## src/rtl/pipeline_pkg.sv

```systemverilog
// Shared definitions for the five-stage MIPS pipeline: opcodes, ALUOp classes,
// the ID/EX control bundle and default datapath widths.
package pipeline_pkg;

  localparam int DATA_W_DEF = 32;
  localparam int REG_W_DEF  = 5;

  localparam logic [5:0] OP_RTYPE = 6'b000000;
  localparam logic [5:0] OP_LW    = 6'b100011;
  localparam logic [5:0] OP_SW    = 6'b101011;
  localparam logic [5:0] OP_BEQ   = 6'b000100;

  typedef enum logic [1:0] {
    ALU_ADD   = 2'b00,
    ALU_SUB   = 2'b01,
    ALU_FUNCT = 2'b10
  } alu_op_e;

  // Registered control bundle of the EX slot; an all-zero value is a bubble.
  typedef struct packed {
    logic    valid;
    logic    reg_dst;
    logic    alu_src;
    logic    mem_to_reg;
    logic    reg_write;
    logic    mem_read;
    logic    mem_write;
    logic    branch;
    alu_op_e alu_op;
  } ctrl_t;

  localparam int CTRL_W = $bits(ctrl_t);

endpackage

```

## src/rtl/id_ex_stage_if.sv

```systemverilog
// Signal bundle between the ID stage (decoder, register file) and the ID/EX register.
interface id_ex_stage_if #(
  parameter int DATA_W = pipeline_pkg::DATA_W_DEF,
  parameter int REG_W  = pipeline_pkg::REG_W_DEF
);
  logic              RegDst_in, ALUSrc_in, MemToReg_in, RegWrite_in;
  logic              MemRead_in, MemWrite_in, Branch_in;
  logic [1:0]        ALUOp_in;
  logic [DATA_W-1:0] pc_plus4_in, read_data1_in, read_data2_in, sign_ext_in;
  logic [REG_W-1:0]  rs_in, rt_in, rd_in;
  logic              flush_in;

  logic              RegDst_out, ALUSrc_out, MemToReg_out, RegWrite_out;
  logic              MemRead_out, MemWrite_out, Branch_out;
  logic [1:0]        ALUOp_out;
  logic [DATA_W-1:0] pc_plus4_out, read_data1_out, read_data2_out, sign_ext_out;
  logic [REG_W-1:0]  rs_out, rt_out, rd_out;
  logic              valid_out;

  // No valid/ready pair: stall_out is a hold request, and upstream must keep PC
  // and IF/ID unchanged in any cycle it is high (PCWrite_out/IFIDWrite_out low).
  logic              stall_out, PCWrite_out, IFIDWrite_out;

  modport master (
    output RegDst_in, ALUSrc_in, MemToReg_in, RegWrite_in, MemRead_in, MemWrite_in,
           Branch_in, ALUOp_in, pc_plus4_in, read_data1_in, read_data2_in,
           sign_ext_in, rs_in, rt_in, rd_in, flush_in,
    input  RegDst_out, ALUSrc_out, MemToReg_out, RegWrite_out, MemRead_out,
           MemWrite_out, Branch_out, ALUOp_out, pc_plus4_out, read_data1_out,
           read_data2_out, sign_ext_out, rs_out, rt_out, rd_out, valid_out,
           stall_out, PCWrite_out, IFIDWrite_out
  );

  modport slave (
    input  RegDst_in, ALUSrc_in, MemToReg_in, RegWrite_in, MemRead_in, MemWrite_in,
           Branch_in, ALUOp_in, pc_plus4_in, read_data1_in, read_data2_in,
           sign_ext_in, rs_in, rt_in, rd_in, flush_in,
    output RegDst_out, ALUSrc_out, MemToReg_out, RegWrite_out, MemRead_out,
           MemWrite_out, Branch_out, ALUOp_out, pc_plus4_out, read_data1_out,
           read_data2_out, sign_ext_out, rs_out, rt_out, rd_out, valid_out,
           stall_out, PCWrite_out, IFIDWrite_out
  );
endinterface

```

## src/rtl/hazard_detection_unit.sv

```systemverilog
// Combinational load-use detector: a valid load in EX whose destination rt is
// read by the instruction in ID forces a one-cycle stall.
module hazard_detection_unit #(
  parameter int REG_W = pipeline_pkg::REG_W_DEF
) (
  input  logic             MemRead_out,
  input  logic             valid_out,
  input  logic [REG_W-1:0] rt_out,
  input  logic [REG_W-1:0] rs_in,
  input  logic [REG_W-1:0] rt_in,
  output logic             stall_out,
  output logic             PCWrite_out,
  output logic             IFIDWrite_out
);

  // rt_in is compared regardless of opcode; the occasional extra stall is accepted.
  assign stall_out = valid_out & MemRead_out & (rt_out != '0) &
                     ((rt_out == rs_in) | (rt_out == rt_in));

  assign PCWrite_out   = ~stall_out;
  assign IFIDWrite_out = ~stall_out;

endmodule

```

## src/rtl/id_ex_stage.sv

```systemverilog
// ID/EX pipeline register with bubble injection on flush or load-use stall.
module id_ex_stage
  import pipeline_pkg::*;
#(
  parameter int DATA_W = DATA_W_DEF,
  parameter int REG_W  = REG_W_DEF
) (
  input  logic        clk,
  input  logic        reset,
  id_ex_stage_if.slave bus
);

  ctrl_t             ctrl_q, ctrl_d;
  logic [DATA_W-1:0] pc_plus4_q, read_data1_q, read_data2_q, sign_ext_q;
  logic [REG_W-1:0]  rs_q, rt_q, rd_q;
  logic              stall, pc_write, ifid_write;
  logic              bubble;

  hazard_detection_unit #(.REG_W(REG_W)) u_hazard (
    .MemRead_out   (ctrl_q.mem_read),
    .valid_out     (ctrl_q.valid),
    .rt_out        (rt_q),
    .rs_in         (bus.rs_in),
    .rt_in         (bus.rt_in),
    .stall_out     (stall),
    .PCWrite_out   (pc_write),
    .IFIDWrite_out (ifid_write)
  );

  assign bubble = bus.flush_in | stall;

  always_comb begin
    ctrl_d            = '0;
    ctrl_d.valid      = 1'b1;
    ctrl_d.reg_dst    = bus.RegDst_in;
    ctrl_d.alu_src    = bus.ALUSrc_in;
    ctrl_d.mem_to_reg = bus.MemToReg_in;
    ctrl_d.reg_write  = bus.RegWrite_in;
    ctrl_d.mem_read   = bus.MemRead_in;
    ctrl_d.mem_write  = bus.MemWrite_in;
    ctrl_d.branch     = bus.Branch_in;
    ctrl_d.alu_op     = alu_op_e'(bus.ALUOp_in);
    if (bubble) ctrl_d = '0;
  end

  // Data and specifiers load even on a bubble; with valid low nobody consumes them.
  always_ff @(posedge clk) begin
    if (reset) begin
      ctrl_q       <= '0;
      pc_plus4_q   <= '0;
      read_data1_q <= '0;
      read_data2_q <= '0;
      sign_ext_q   <= '0;
      rs_q         <= '0;
      rt_q         <= '0;
      rd_q         <= '0;
    end else begin
      ctrl_q       <= ctrl_d;
      pc_plus4_q   <= bus.pc_plus4_in;
      read_data1_q <= bus.read_data1_in;
      read_data2_q <= bus.read_data2_in;
      sign_ext_q   <= bus.sign_ext_in;
      rs_q         <= bus.rs_in;
      rt_q         <= bus.rt_in;
      rd_q         <= bus.rd_in;
    end
  end

  assign bus.RegDst_out     = ctrl_q.reg_dst;
  assign bus.ALUSrc_out     = ctrl_q.alu_src;
  assign bus.MemToReg_out   = ctrl_q.mem_to_reg;
  assign bus.RegWrite_out   = ctrl_q.reg_write;
  assign bus.MemRead_out    = ctrl_q.mem_read;
  assign bus.MemWrite_out   = ctrl_q.mem_write;
  assign bus.Branch_out     = ctrl_q.branch;
  assign bus.ALUOp_out      = ctrl_q.alu_op;
  assign bus.valid_out      = ctrl_q.valid;
  assign bus.pc_plus4_out   = pc_plus4_q;
  assign bus.read_data1_out = read_data1_q;
  assign bus.read_data2_out = read_data2_q;
  assign bus.sign_ext_out   = sign_ext_q;
  assign bus.rs_out         = rs_q;
  assign bus.rt_out         = rt_q;
  assign bus.rd_out         = rd_q;
  assign bus.stall_out      = stall;
  assign bus.PCWrite_out    = pc_write;
  assign bus.IFIDWrite_out  = ifid_write;

endmodule

```

## src/flat_wrapper.sv

```systemverilog
// flat-port wrapper written by rule: the top's interface ports become plain ports
module id_ex_stage_flat import pipeline_pkg::*;
#(
  parameter int DATA_W = DATA_W_DEF,
  parameter int REG_W  = REG_W_DEF
)
  (clk, reset, bus_RegDst_in, bus_ALUSrc_in, bus_MemToReg_in, bus_RegWrite_in, bus_MemRead_in, bus_MemWrite_in, bus_Branch_in, bus_ALUOp_in, bus_pc_plus4_in, bus_read_data1_in, bus_read_data2_in, bus_sign_ext_in, bus_rs_in, bus_rt_in, bus_rd_in, bus_flush_in, bus_RegDst_out, bus_ALUSrc_out, bus_MemToReg_out, bus_RegWrite_out, bus_MemRead_out, bus_MemWrite_out, bus_Branch_out, bus_ALUOp_out, bus_pc_plus4_out, bus_read_data1_out, bus_read_data2_out, bus_sign_ext_out, bus_rs_out, bus_rt_out, bus_rd_out, bus_valid_out, bus_stall_out, bus_PCWrite_out, bus_IFIDWrite_out);
  id_ex_stage_if #(.DATA_W(DATA_W), .REG_W(REG_W)) bus_i ();
  input  logic clk;
  input  logic reset;
  input wire logic [$bits(bus_i.RegDst_in)-1:0] bus_RegDst_in;
  input wire logic [$bits(bus_i.ALUSrc_in)-1:0] bus_ALUSrc_in;
  input wire logic [$bits(bus_i.MemToReg_in)-1:0] bus_MemToReg_in;
  input wire logic [$bits(bus_i.RegWrite_in)-1:0] bus_RegWrite_in;
  input wire logic [$bits(bus_i.MemRead_in)-1:0] bus_MemRead_in;
  input wire logic [$bits(bus_i.MemWrite_in)-1:0] bus_MemWrite_in;
  input wire logic [$bits(bus_i.Branch_in)-1:0] bus_Branch_in;
  input wire logic [$bits(bus_i.ALUOp_in)-1:0] bus_ALUOp_in;
  input wire logic [$bits(bus_i.pc_plus4_in)-1:0] bus_pc_plus4_in;
  input wire logic [$bits(bus_i.read_data1_in)-1:0] bus_read_data1_in;
  input wire logic [$bits(bus_i.read_data2_in)-1:0] bus_read_data2_in;
  input wire logic [$bits(bus_i.sign_ext_in)-1:0] bus_sign_ext_in;
  input wire logic [$bits(bus_i.rs_in)-1:0] bus_rs_in;
  input wire logic [$bits(bus_i.rt_in)-1:0] bus_rt_in;
  input wire logic [$bits(bus_i.rd_in)-1:0] bus_rd_in;
  input wire logic [$bits(bus_i.flush_in)-1:0] bus_flush_in;
  output wire logic [$bits(bus_i.RegDst_out)-1:0] bus_RegDst_out;
  output wire logic [$bits(bus_i.ALUSrc_out)-1:0] bus_ALUSrc_out;
  output wire logic [$bits(bus_i.MemToReg_out)-1:0] bus_MemToReg_out;
  output wire logic [$bits(bus_i.RegWrite_out)-1:0] bus_RegWrite_out;
  output wire logic [$bits(bus_i.MemRead_out)-1:0] bus_MemRead_out;
  output wire logic [$bits(bus_i.MemWrite_out)-1:0] bus_MemWrite_out;
  output wire logic [$bits(bus_i.Branch_out)-1:0] bus_Branch_out;
  output wire logic [$bits(bus_i.ALUOp_out)-1:0] bus_ALUOp_out;
  output wire logic [$bits(bus_i.pc_plus4_out)-1:0] bus_pc_plus4_out;
  output wire logic [$bits(bus_i.read_data1_out)-1:0] bus_read_data1_out;
  output wire logic [$bits(bus_i.read_data2_out)-1:0] bus_read_data2_out;
  output wire logic [$bits(bus_i.sign_ext_out)-1:0] bus_sign_ext_out;
  output wire logic [$bits(bus_i.rs_out)-1:0] bus_rs_out;
  output wire logic [$bits(bus_i.rt_out)-1:0] bus_rt_out;
  output wire logic [$bits(bus_i.rd_out)-1:0] bus_rd_out;
  output wire logic [$bits(bus_i.valid_out)-1:0] bus_valid_out;
  output wire logic [$bits(bus_i.stall_out)-1:0] bus_stall_out;
  output wire logic [$bits(bus_i.PCWrite_out)-1:0] bus_PCWrite_out;
  output wire logic [$bits(bus_i.IFIDWrite_out)-1:0] bus_IFIDWrite_out;
  assign bus_i.RegDst_in = bus_RegDst_in;
  assign bus_i.ALUSrc_in = bus_ALUSrc_in;
  assign bus_i.MemToReg_in = bus_MemToReg_in;
  assign bus_i.RegWrite_in = bus_RegWrite_in;
  assign bus_i.MemRead_in = bus_MemRead_in;
  assign bus_i.MemWrite_in = bus_MemWrite_in;
  assign bus_i.Branch_in = bus_Branch_in;
  assign bus_i.ALUOp_in = bus_ALUOp_in;
  assign bus_i.pc_plus4_in = bus_pc_plus4_in;
  assign bus_i.read_data1_in = bus_read_data1_in;
  assign bus_i.read_data2_in = bus_read_data2_in;
  assign bus_i.sign_ext_in = bus_sign_ext_in;
  assign bus_i.rs_in = bus_rs_in;
  assign bus_i.rt_in = bus_rt_in;
  assign bus_i.rd_in = bus_rd_in;
  assign bus_i.flush_in = bus_flush_in;
  assign bus_RegDst_out = bus_i.RegDst_out;
  assign bus_ALUSrc_out = bus_i.ALUSrc_out;
  assign bus_MemToReg_out = bus_i.MemToReg_out;
  assign bus_RegWrite_out = bus_i.RegWrite_out;
  assign bus_MemRead_out = bus_i.MemRead_out;
  assign bus_MemWrite_out = bus_i.MemWrite_out;
  assign bus_Branch_out = bus_i.Branch_out;
  assign bus_ALUOp_out = bus_i.ALUOp_out;
  assign bus_pc_plus4_out = bus_i.pc_plus4_out;
  assign bus_read_data1_out = bus_i.read_data1_out;
  assign bus_read_data2_out = bus_i.read_data2_out;
  assign bus_sign_ext_out = bus_i.sign_ext_out;
  assign bus_rs_out = bus_i.rs_out;
  assign bus_rt_out = bus_i.rt_out;
  assign bus_rd_out = bus_i.rd_out;
  assign bus_valid_out = bus_i.valid_out;
  assign bus_stall_out = bus_i.stall_out;
  assign bus_PCWrite_out = bus_i.PCWrite_out;
  assign bus_IFIDWrite_out = bus_i.IFIDWrite_out;
  id_ex_stage #(.DATA_W(DATA_W), .REG_W(REG_W)) u_core (.clk(clk), .reset(reset), .bus(bus_i));
endmodule
```

## config.mk

```make
export PLATFORM = sky130hd
export DESIGN_NAME = id_ex_stage_flat
export DESIGN_NICKNAME = d
export VERILOG_FILES = /design/src/rtl/pipeline_pkg.sv /design/src/rtl/id_ex_stage_if.sv /design/src/rtl/hazard_detection_unit.sv /design/src/rtl/id_ex_stage.sv /design/src/flat_wrapper.sv
export SDC_FILE = /design/constraint.sdc
export NUM_CORES = 1
export LEC_CHECK = 0
export CORE_AREA = 2 2 119 121
export CTS_CLUSTER_DIAMETER = 80
export DETAILED_ROUTE_END_ITERATION = 7
export DIE_AREA = 0 0 121 123
export PLACE_DENSITY = 0.77
export SETUP_SLACK_MARGIN = 0.3
export SLEW_MARGIN = 15
export SYNTH_ARGS = -nofsm -noshare
export SYNTH_HDL_FRONTEND = slang
export SYNTH_SLANG_ARGS = --single-unit
export TNS_END_PERCENT = 30
```

## constraint.sdc

```tcl
create_clock -name clk -period 2.4 [get_ports clk]
set_clock_uncertainty 0.15 [all_clocks]
set_input_delay 0.36 -clock clk [delete_from_list [all_inputs] [get_ports clk]]
set_output_delay 0.36 -clock clk [all_outputs]
set_load 0.03 [all_outputs]
```

======== Word level (Yosys, flattened, before mapping) ========
Index checks and enable logic that the tools add are counted.
word-level totals
  register bits after elaboration ......... 153
  bits of input ports ..................... 155
  output and inout port bits .............. 156
  logic and storage cells ................. 27
cells by class
  equal/unequal tests ..................... 2
  mux-type cells .......................... 1
  bitwise operators ....................... 6
  reduce and logical (&&, ||, !) cells .... 2
operators by type and width
  operator            number
  5-bit == test       2
  10-bit two-way mux  1
  5-bit nonzero test  1
  1-bit AND           3
  1-bit OR            2
  2-bit OR reduction  1
  1-bit NOT           1

======== Longest topological paths before layout ========
Gate-level depths: netlist (run 1).
  depth in word-level cells ............... 5
  depth in mapped cells ................... 6
  depth with buffers taken out ............ 4

======== Cells and area by module ========
Synthesis (run 1) repeated with hierarchy kept, for this count alone.
second synthesis, totals
  cell total of the unflattened synthesis .. 344
  area, all modules ....................... 4380.5 µm²
by module, submodules not included
  module                 times used  cells each  area each (µm²)  seq. area each (µm²)
  id_ex_stage            1           325         4230.3           3062.9
  hazard_detection_unit  1           19          150.1            0.0

======== Least setup slack after synthesis (run 1) ========
OpenSTA, ideal clock, no wires.
  path kind ............................... reg2out
  start ................................... reg u_core.rt_q[4], in the netlist u_core.bus.rt_out[4]
  end ..................................... out bus_PCWrite_out
  data arrival time ....................... 1.753 ns
  data required time ...................... 1.890 ns
  setup slack ............................. 0.137 ns
  cell stages (with the launch flop) ...... 6
  path buffers ............................ 2
  path through ............................ dfxtp_1 or3_1 o311a_1 buf_6 nand2_1 buf_4
between the ends
  longest elaborated chain between the ends .. 4
  elaborated cells between the ends (all ways) .. 7
  classes of those cells .................. 2 x eq/ne; 4 x bitwise; 1 x reduce/logical
RTL lines
  what                                                 line                                                      source
  from (decl)                                          id_ex_stage.sv:15                                         logic [REG_W-1:0] rs_q, rt_q, rd_q;
  from (signal assigned)                               id_ex_stage.sv:64                                         rt_q <= bus.rt_in;
  5-bit == test or 5-bit nonzero test (tied branches)  hazard_detection_unit.sv:18, hazard_detection_unit.sv:17
  1-bit OR or 1-bit AND (tied branches)                hazard_detection_unit.sv:18, hazard_detection_unit.sv:17
  1-bit AND (*)                                        hazard_detection_unit.sv:17                               assign stall_out = valid_out & MemRead_out & (rt_out != '0) &
  1-bit NOT (*)                                        -
  to (decl)                                            flat_wrapper.sv:44                                        output wire logic [$bits(bus_i.PCWrite_out)-1:0] bus_PCWrite_out;
Every way passes the cells marked *; elsewhere a longest branch is shown, timed or not.

======== Final worst setup path (run 1) ========
  start ................................... reg u_core.rt_q[4], in the netlist u_core.bus.rt_out[4]
  end ..................................... out bus_stall_out
between the ends
  longest elaborated chain between the ends .. 3
  elaborated cells between the ends (all ways) .. 6
  classes of those cells .................. 2 x eq/ne; 3 x bitwise; 1 x reduce/logical
RTL lines
  what                                                 line                                                      source
  5-bit == test or 5-bit nonzero test (tied branches)  hazard_detection_unit.sv:18, hazard_detection_unit.sv:17
  1-bit OR or 1-bit AND (tied branches)                hazard_detection_unit.sv:18, hazard_detection_unit.sv:17
  1-bit AND (*)                                        hazard_detection_unit.sv:17
  to (decl)                                            flat_wrapper.sv:43                                        output wire logic [$bits(bus_i.stall_out)-1:0] bus_stall_out;
Marked as above.

==> summary.md, run 1 <==
| Metric | Value |
|---|---|
| CTS max path bufs | `2` |
| Met3 GRT Util | `0.0687` |
| Core ar. | `0.0136 sq mm` |
| Register bit total from synthesis | `153` |
| Crit Path Max Fanout | `4` |
| Main synth FF type | `dfxtp_1` |
| EDFF count, synth | `0` |
| Worst path required time | `1.89 ns` |
| PortBufs | `310` |
| Xor/xnor share of the synthesized area | `0.0203` |
| WP depth | `5` |
| Gr busiest metal | `met2` |
| Reg2reg path depth | `6` |
| Register area share after synthesis | `0.711` |
| Complex-gate fraction of the synthesized area | `0.0238` |
| Critical Path End | `bus_stall_out` |
| TritonRoute pass-1 iters | `4` |
| Minimum clock period | `2.34 ns` |
| Slew headroom | `0.564` |
| Grt ovf | `0` |
| Worst r2r dst | `u_core.bus.valid_out` |
| Total Wirelength | `13.0 mm` |
| Largest family of logic cells by synthesized area | `simple AND/OR/NAND/NOR gates` |
| Unrepaired setup endpoints after global routing | `yes` |
| Global-route wire length before repair | `19.1 mm` |
| WHS | `0.292 ns` |
| Hold Path Depth | `2` |
| Reg clk slew, reported paths | `0.06 ns` |
| Initial antenna violation count | `0` |
| CTS tree | `done` |
| Final non-filler cell area | `0.00827 sq mm` |
| Die span in y | `123 um` |
| Post-DR wirelength/cell | `15.0 um` |
| CTS root buffer | `clkbuf_16` |
| Worst r2r src | `u_core.bus.rt_out[4]` |
| Max IR drop VDD | `0.454 mV` |
| Synthesized area | `0.00431 sq mm` |
| FFs w/ async S/R, synth | `0` |
| GR Util met1 | `0.181` |
| Via count | `3,493` |
| Startpoint Class | `flop` |
| All-Layer GR Usage | `0.172` |
| Final worst path period share | `0.973` |
| Dpl hpwl | `9.96 mm` |
| TritonCTS Buffers | `17` |
| Vias in the first global route | `3,659` |
| Mux cell area share after synthesis | `0` |
| Share of cells above drive strength 1 | `0.0875` |
| H-tree depth | `4` |
| Num rows | `43` |
| Worst path max stage delay | `0.36 ns` |
| HP Class | `input port to flop` |
| Setup slack, reg-to-reg | `0.53 ns` |
| Synth warnings | `0` |
| Hold Fails Final Rpt | `0` |
| Post-Synth Adder-Cell Area | `0` |
| Avg Cell Area, Syn | `12.2 sq um` |
| Max-slew violation count | `0` |
| Latest clock arrival within the worst-skew pair | `0.41 ns` |
| Syn Nets | `509` |
| P_leak | `0.00319 uW` |
| Antenna Violating Nets Remaining | `0` |
| Die width | `121 um` |
| Antenna cells | `0` |
| Area grow syn2layout | `92.1%` |
| FILL cells | `1,090` |
| Dominant cell type by area after synthesis | `dfxtp_1` |
| RePlAce Congestion | `0.834` |
| Setup crit end kind | `output port` |
| Critical Path Start | `u_core.bus.rt_out[4]` |
| Power per Cell Area | `780 mW/mm^2` |
| Via/cell ratio | `4.03` |
| Fmax | `428 MHz` |
| Distinct cells, synth | `16` |
| CTS sink cnt | `153` |
| Top-count cell post-synth | `dfxtp_1` |
| Worst-margin pin slew | `0.652 ns` |
| Status | `finished, final reports clean` |
| Starting Density | `0.316` |
| Final setup viols | `0` |
| Die Area | `0.0149 sq mm` |
| Residual DRC | `0` |
| Slowest cell on the critical path | `or3_4` |
| Setup Crit Path Kind | `flop to output port` |
| Post-synth top area share | `0.711` |
| 1st-iter DRT viols | `121` |
| CP most frequent cell | `buf_6` |
| Largest delay contributor family on the critical path | `simple AND/OR/NAND/NOR gates` |
| Crit-path cells | `or3_4 > o311a_4 > buf_6 > and2_4 > buf_6` |
| Ports | `311` |
| Buffers and inverters on the worst path | `2` |
| Max Cap Viol | `0` |
| Placed cell areas | `0.00759 sq mm` |
| Simple-gate area share of the yosys netlist | `0.225` |
| Largest net degree at the start of global routing | `60` |
| Top cells by area, synth | `dfxtp_1, nor2b_1, xnor2_1` |
| Worst Path Arrival | `1.83 ns` |
| Commonest cells post-synth | `dfxtp_1, nor2b_1, clkbuf_1, nand2_1, xnor2_1` |
| Nets | `830` |
| Mapped Cells | `354` |
| M2 GR Usage | `0.300` |
layout by cell type, fill, tap and decap left out, types with 4 or more instances in the layout:
master | synthesis | final
dfxtp_2 | 0 | 4
xnor2_1 | 10 | 10
nor2b_1 | 143 | 143
nand2_1 | 12 | 11
clkbuf_1 | 15 | 4
clkdlybuf4s50_1 | 0 | 306
bufinv_16 | 0 | 4
a21oi_2 | 9 | 9
buf_4 | 1 | 11
clkbuf_16 | 0 | 17
dfxtp_1 | 153 | 148
kinds of logic (layout without fill, tap and decap cells):
family | after synthesis | after routing
buffers and inverters | 19 | 351
AOI/OAI and AO/OA | 12 | 12
DFF | 153 | 153
xor gates and xnor gates | 10 | 10
and+or+nand+nor | 160 | 160
worst min path at each step:
stage                                   end              startpoint  slack, ns
2_1_floorplan          u_core.bus.rt_out[0]            bus_rt_in[0]       0.34
3_3_place_gp          u_core.bus.RegDst_out  u_core.bus.MemRead_out       0.63
3_5_place_dp        u_core.bus.ALUOp_out[1]  u_core.bus.MemRead_out       0.64
4_1_cts        u_core.bus.read_data1_out[0]                   reset       0.28
5_1_grt        u_core.bus.read_data1_out[0]                   reset       0.31
6_report         u_core.bus.pc_plus4_out[5]                   reset       0.29
worst reg2reg max path, delay by kind of cell (launching register included):
family / cells / cell delay, ns
AND/OR/NAND/NOR: 1 / 0.36
flip-flops: 1 / 0.35
buffers and inverters: 3 / 0.42
AO/OA/AOI/OAI: 2 / 0.51
where the power goes:
group	switching (uW)	internal, uW	leakage, uW
clock	966	1790	0.000297
combinational	456	520	0.00162
sequential	42.6	2680	0.00128
layer usage:
metal  up-vias  routed length, um
met5         -                  0
met4         0                380
met3        28               1010
met2       159               6680
met1      1584               4900
li1       1722                  -
stage by stage:
step | setup TNS [ns] | setup WS [ns] | util | total power [uW] | instances
2_1_floorplan | 0 | 0.322 | - | 3190 | 354
3_3_place_gp | -0.247 | -0.124 | 0.558 | 3730 | 830
3_5_place_dp | -0.338 | -0.155 | 0.558 | 3740 | 830
4_1_cts | 0 | 0.0123 | 0.605 | 6510 | 865
5_1_grt | -0.0278 | -0.0278 | 0.608 | 6680 | 866
6_report | 0 | 0.0638 | 0.608 | 6450 | 866
sequential cells by signal, indices dropped and copies added, names as in the netlist, 2 cells and up:
register,count
u_core.bus.rs_out,5
u_core.bus.read_data2_out,32
u_core.bus.rd_out,5
u_core.bus.pc_plus4_out,32
u_core.bus.sign_ext_out,32
u_core.bus.rt_out,5
u_core.bus.ALUOp_out,2
u_core.bus.read_data1_out,32
area by class of cell:
cell class / count / area, sq um / area share
multi-input cells: 182 / 1180 / 0.143
repair buffers: 321 / 3180 / 0.384
flip-flops and latches: 153 / 3070 / 0.371
clock buffers: 23 / 468 / 0.0566
clock inverters: 7 / 143 / 0.0172
well taps: 180 / 225 / 0.0272
what timing repair did:
action,CTS,global route
gates resized for setup,13,4
hold buffers,0,0
pin swaps,3,2
buffers inserted,5,1
endpoints found under the setup margin,3,3
hold endpoints to repair,0,0
Note: power is estimated with default switching activity, not from simulation.
==> inputs of run 2 (changes only) <==
--- a/config.mk
+++ b/config.mk
@@ -5,11 +5,14 @@
 export SDC_FILE = /design/constraint.sdc
 export NUM_CORES = 1
 export LEC_CHECK = 0
-export CORE_AREA = 2 2 119 121
+export CELL_PAD_IN_SITES_DETAIL_PLACEMENT = 1
+export CELL_PAD_IN_SITES_GLOBAL_PLACEMENT = 2
+export CORE_ASPECT_RATIO = 2
+export CORE_MARGIN = 2
+export CORE_UTILIZATION = 19
 export CTS_CLUSTER_DIAMETER = 80
 export DETAILED_ROUTE_END_ITERATION = 7
-export DIE_AREA = 0 0 121 123
-export PLACE_DENSITY = 0.77
+export PLACE_DENSITY = 0.81
 export SETUP_SLACK_MARGIN = 0.3
 export SLEW_MARGIN = 15
 export SYNTH_ARGS = -nofsm -noshare
==> run 2 against run 1 <==
Against the previous run: global-route usage shrank 4.3 points; utilization shrank 23 points; die area grew 61%; cell count grew 12%; clock power shrank 5%; wire length grew 18%; setup slack gained 0.0014 ns; first-iteration DRC count grew 3.3%; maximum frequency is essentially flat; total power shrank 1.7%; via count grew 4.6%; critical path type unchanged; largest cell class unchanged.
==> summary.md, run 2 (synthesized netlist as in run 1, its figures left out) <==
| Metric | Value |
|---|---|
| Status | `finished, final reports clean` |
| Antenna cells | `0` |
| Via/cell ratio | `3.78` |
| CTS max path bufs | `2` |
| Fmax | `428 MHz` |
| Max Cap Viol | `0` |
| Via count | `3,654` |
| Worst Path Arrival | `1.82 ns` |
| Placed cell areas | `0.00775 sq mm` |
| Final worst path period share | `0.973` |
| PortBufs | `310` |
| Latest clock arrival within the worst-skew pair | `0.43 ns` |
| Startpoint Class | `flop` |
| Post-Route Setup TNS | `0 ns` |
| P_leak | `0.00319 uW` |
| Largest net degree at the start of global routing | `47` |
| Starting Density | `0.192` |
| Num rows | `78` |
| H-tree depth | `4` |
| Worst path required time | `1.89 ns` |
| Global-route wire length before repair | `22.8 mm` |
| Max IR drop VDD | `0.420 mV` |
| Ports | `311` |
| Grt ovf | `0` |
| Worst-margin pin slew | `0.637 ns` |
| Most frequent cells in the layout | `clkdlybuf4s50_1, dfxtp_1, nor2b_1` |
| Die width | `110 um` |
| Power per Cell Area | `755 mW/mm^2` |
| WHS | `0.226 ns` |
| RePlAce Congestion | `0.813` |
| Unrepaired setup endpoints after global routing | `yes` |
| Slew headroom | `0.574` |
| HP Class | `input port to flop` |
| CTS tree | `done` |
| Max-slew violation count | `0` |
| 1st-iter DRT viols | `125` |
| Hold Fails Final Rpt | `0` |
| Final non-filler cell area | `0.00839 sq mm` |
| CTS sink cnt | `153` |
| Final Util | `0.374` |
| Antenna Violating Nets Remaining | `0` |
| Reg clk slew, reported paths | `0.06 ns` |
| Vias in the first global route | `3,827` |
| Residual DRC | `0` |
| Crit Path Max Fanout | `2` |
| CTS root buffer | `clkbuf_16` |
| Die Area | `0.0240 sq mm` |
| Initial antenna violation count | `0` |
| Core ar. | `0.0224 sq mm` |
| Setup Crit Path Kind | `flop to output port` |
| Share of cells above drive strength 1 | `0.0946` |
| Minimum clock period | `2.33 ns` |
| Die span in y | `217 um` |
| Most common cell after layout, fill and taps aside | `clkdlybuf4s50_1` |
| Final setup viols | `0` |
| Total Wirelength | `15.3 mm` |
| TritonCTS Buffers | `17` |
| Post-DR wirelength/cell | `15.8 um` |
| TritonRoute pass-1 iters | `4` |
| # hold bufs at CTS | `0` |
| Setup crit end kind | `output port` |
| Dpl hpwl | `12.0 mm` |
| Nets | `830` |
| All-Layer GR Usage | `0.129` |
| Area grow syn2layout | `94.8%` |
[run 2: final timing paths]
kind	startpoint	endpoint	slack, ns	cells past startpoint
worst max-delay path	u_core.bus.rt_out[0]	bus_stall_out	0.07	5
worst min-delay path	reset	u_core.bus.read_data1_out[1]	0.23	2
worst max register to register	u_core.bus.rt_out[0]	u_core.bus.valid_out	0.67	5
worst min register to register	u_core.bus.valid_out	u_core.bus.ALUSrc_out	0.77	4
[run 2: report_power, final]
part	leakage (uW)	internal [uW]	switching, uW
Sequential	0.00128	2680	42.5
Clock	0.000274	1570	1050
Combinational	0.00164	522	472
[run 2: critical path: stages, from the launching register on]
cell and delay (ns):
dfxtp_2 0.31, or3_1 0.37, o311a_1 0.33, buf_6 0.13, and2_4 0.12, buf_6 0.13
[run 2: per-layer routing]
| layer | GRT usage | share of wire |
|---|---|---|
| met4 | 0.0700 | 0.029 |
| met2 | 0.199 | 0.44 |
| met5 | 0 | 0 |
| met1 | 0.134 | 0.38 |
| met3 | 0.0808 | 0.15 |
[run 2: final cells by class]
cell class              instances  area, sq um
clock buffers                  20          457
fillers                      2500        14100
well taps                     280          350
multi-input cells             182         1190
flip-flops and latches        153         3070
clock inverters                11          123
repair buffers                321         3200
[run 2: through the flow]
| step | power [uW] | setup slack [ns] | std cells |
|---|---|---|---|
| floorplan | 3190 | 0.322 | 354 |
| global placement | 3760 | -0.153 | 933 |
| detailed placement | 3770 | -0.187 | 933 |
| CTS | 6430 | -0.0285 | 966 |
| global route | 6580 | 0.0245 | 967 |
| finish | 6340 | 0.0652 | 967 |
[run 2: repair_timing]
item,4_1_cts,5_1_grt
gates resized for setup,19,4
hold endpoints to repair,0,0
gates cloned,0,0
setup endpoints to repair,5,4
pin swaps,3,3
setup buffers,2,1
==> edit: new RTL, flow settings as in run 2 <==
Reset style: asynchronous (`reset`), changed in one clocked block.
--- a/src/rtl/id_ex_stage.sv
+++ b/src/rtl/id_ex_stage.sv
@@ -44,7 +44,7 @@
   end
 
   // Data and specifiers load even on a bubble; with valid low nobody consumes them.
-  always_ff @(posedge clk) begin
+  always_ff @(posedge clk or posedge reset) begin
     if (reset) begin
       ctrl_q       <= '0;
       pc_plus4_q   <= '0;
Check against the original RTL: differs if reset is asserted again (counterexample within 4 cycles, from zero or initial values and one cycle with reset high); with reset held inactive, the same outputs for 10 cycles.
==> edit against run 2 <==
  * The run now ends with setup timing left
  * Non-clock buffer count rose by 1
  * Power rose by 5.0%
  * Global-route usage rose by 0.58 points
  * Routed wire length rose by 1.0%
  * Critical path type unchanged
  * Worst setup slack got worse by 0.10 ns
  * Area after synthesis fell by 3.9%
  * Largest power group is now clock
  * Sequential cell count did not move
  * Design area rose by 0.10%
==> edit: results (changes against run 2) <==
MIN_FROM='bus_rd_in[4]'
LAYOUT.NETS=688  # -17%
DRIVE_ABOVE_1_SHARE=0.112  # +0.0171
SYNTH_SEQUENTIAL_AREA_RATIO=0.925  # +0.214
FIRST_GLOBAL_VIAS=3581  # -6.4%
HPWL_UM=12200  # +1.7%
SYN-NUM-NETS=351  # -31%
SYNTH_CELLS=196  # -45%
MAX_CAP_VIOLATIONS=0  # unchanged
FINALSETUPVIOLATIONS=1  # +1
COUNT_OF_ROUTING_VIOLATIONS_AFTER_THE_OPENING_DETAILED_ROUTE_ITERATION=59  # -53%
RUN_STATUS='finished with violations'
TOTAL_LEAKAGE_POWER_nW=3.51  # +10%
LARGEST_CELLS_BY_AREA_AFTER_SYNTHESIS='sky130_fd_sc_hd__dfrtp_1, sky130_fd_sc_hd__xnor2_1, sky130_fd_sc_hd__a21oi_2, sky130_fd_sc_hd__nand2b_1, sky130_fd_sc_hd__buf_6'
GRT_USE_TOTAL=0.134  # +0.00578
MAX-VDD-IR-DROP_V=0.000411  # -2.1%
DETAILEDPLACE.WORSTSLACK_NS=-0.328  # -0.141 ns
SYNTH.CELLS.MOST_FREQUENT='sky130_fd_sc_hd__dfrtp_1, sky130_fd_sc_hd__xnor2_1, sky130_fd_sc_hd__a21oi_2, sky130_fd_sc_hd__nand2b_1, sky130_fd_sc_hd__nand2_1'
CRITICAL_PATH.MAX_STAGE_DELAY_NS=0.39  # +0.02 ns
FINAL_CELLS=819  # -15%
CTS-ROOT-BUF='sky130_fd_sc_hd__clkbuf_16'
FIRST_PASS_GRT_WIRE_LENGTH_UM=22100  # -3.1%
FINAL_CRITICAL_PATH_SETUP_SLACK_NS=-0.0372  # -0.102 ns
GRT_START_MAX_NET_PINS=83  # +77%
SYNTH_TOP_CELL_AREA_SHARE=0.925  # +0.214
FINAL.FILL_COUNT=2270  # -9.2%
FIN_TNS_SETUP_NS=-0.0372  # -0.0372 ns
PLACE_AREA_UM2=7640  # -1.4%
SETUP.WORST_PATH.START='u_core.bus.rt_out[1]'
GLOBALPLACE.CONGESTION=0.813  # about the same
DRT-WIRELENGTH-PER-CELL_UM=18.8  # +19%
IO_BUFFERS=310  # unchanged
VIOLATIONS_IN_THE_FINAL_REPORTS='setup timing'
FIRST_PASS_ITERS=3  # -1
PLACEDCELLCOUNT=783  # -16%
SYNTH_ASYNC_SR_FLOP_SHARE=1.00  # +1.00
MAX_SLEW_MARGIN=0.692  # +0.118
ROUTED-VIA-COUNT=2995  # -18%
TIMING.HOLD.WORST.CLASS='in -> reg'
CP.ARRIVAL_NS=1.93  # +0.11 ns
YS.FLOP_TYPE='sky130_fd_sc_hd__dfrtp_1'
## edit: path summary, 6_finish.rpt
path                                                to  slack, ns  depth (start not counted)
max                                      bus_stall_out      -0.04                          5
min                               u_core.bus.rd_out[4]       0.22                          1
max reg2reg                    u_core.bus.ALUOp_out[0]       0.56                          5
min reg2reg                    u_core.bus.MemWrite_out       0.88                          4
max in group asynchronous  u_core.bus.sign_ext_out[16]       1.41                          3
min in group asynchronous         u_core.bus.rs_out[4]       0.27                          3
## edit: final cells by class
type	instances	area (um^2)	share of cell area
Clock inverter	13	216	0.0258
Tap cell	273	342	0.0407
Multi-Input combinational cell	38	320	0.0382
Inverter	1	7.51	0.000894
Timing Repair Buffer	322	3250	0.387
Sequential cell	153	3830	0.456
Clock buffer	19	433	0.0516
## edit: cell families (layout without fill, tap and decap cells)
kind of cell / after synthesis / in the layout / synth area share
simple gates: 16 / 16 / 0.0221
compound gates: 12 / 12 / 0.0242
xor+xnor: 10 / 10 / 0.0212
flops: 153 / 153 / 0.925
buf+inv: 5 / 355 / 0.00756
## edit: per-layer routing
layer / GRT usage / up-vias / part of all wire
met5: 0 / - / 0
met4: 0.0774 / 0 / 0.033
met3: 0.0333 / 25 / 0.060
met2: 0.245 / 156 / 0.57
met1: 0.136 / 1521 / 0.33
li1: - / 1293 / -
## edit: worst register-to-register path: stages, from the launching register on
cell	delay, ns
sky130_fd_sc_hd__dfrtp_1	0.38
sky130_fd_sc_hd__or3_1	0.39
sky130_fd_sc_hd__o311a_4	0.35
sky130_fd_sc_hd__buf_12	0.13
sky130_fd_sc_hd__buf_4	0.18
sky130_fd_sc_hd__a21oi_1	0.18
## edit: repair_timing
action | in CTS | in global routing
buffers inserted | 1 | 3
cloned | 0 | 0
pin swaps | 3 | 5
resized for setup | 30 | 3
setup endpoints to repair | 7 | 4
## edit: metrics by stage
stage	hold slack (ns)	util
detailed placement	0.659	0.356
global route	0.201	0.391
floorplan	0.241	-
finish	0.220	0.391
CTS	0.194	0.389
global placement	0.655	0.356
## edit: report_power, final
part	leakage, nW	internal, mW	switching [mW]
combinational	1.41	0.483	0.478
clock	0.310	1.86	1.07
sequential	1.79	2.71	0.0468
total	3.51	5.05	1.60
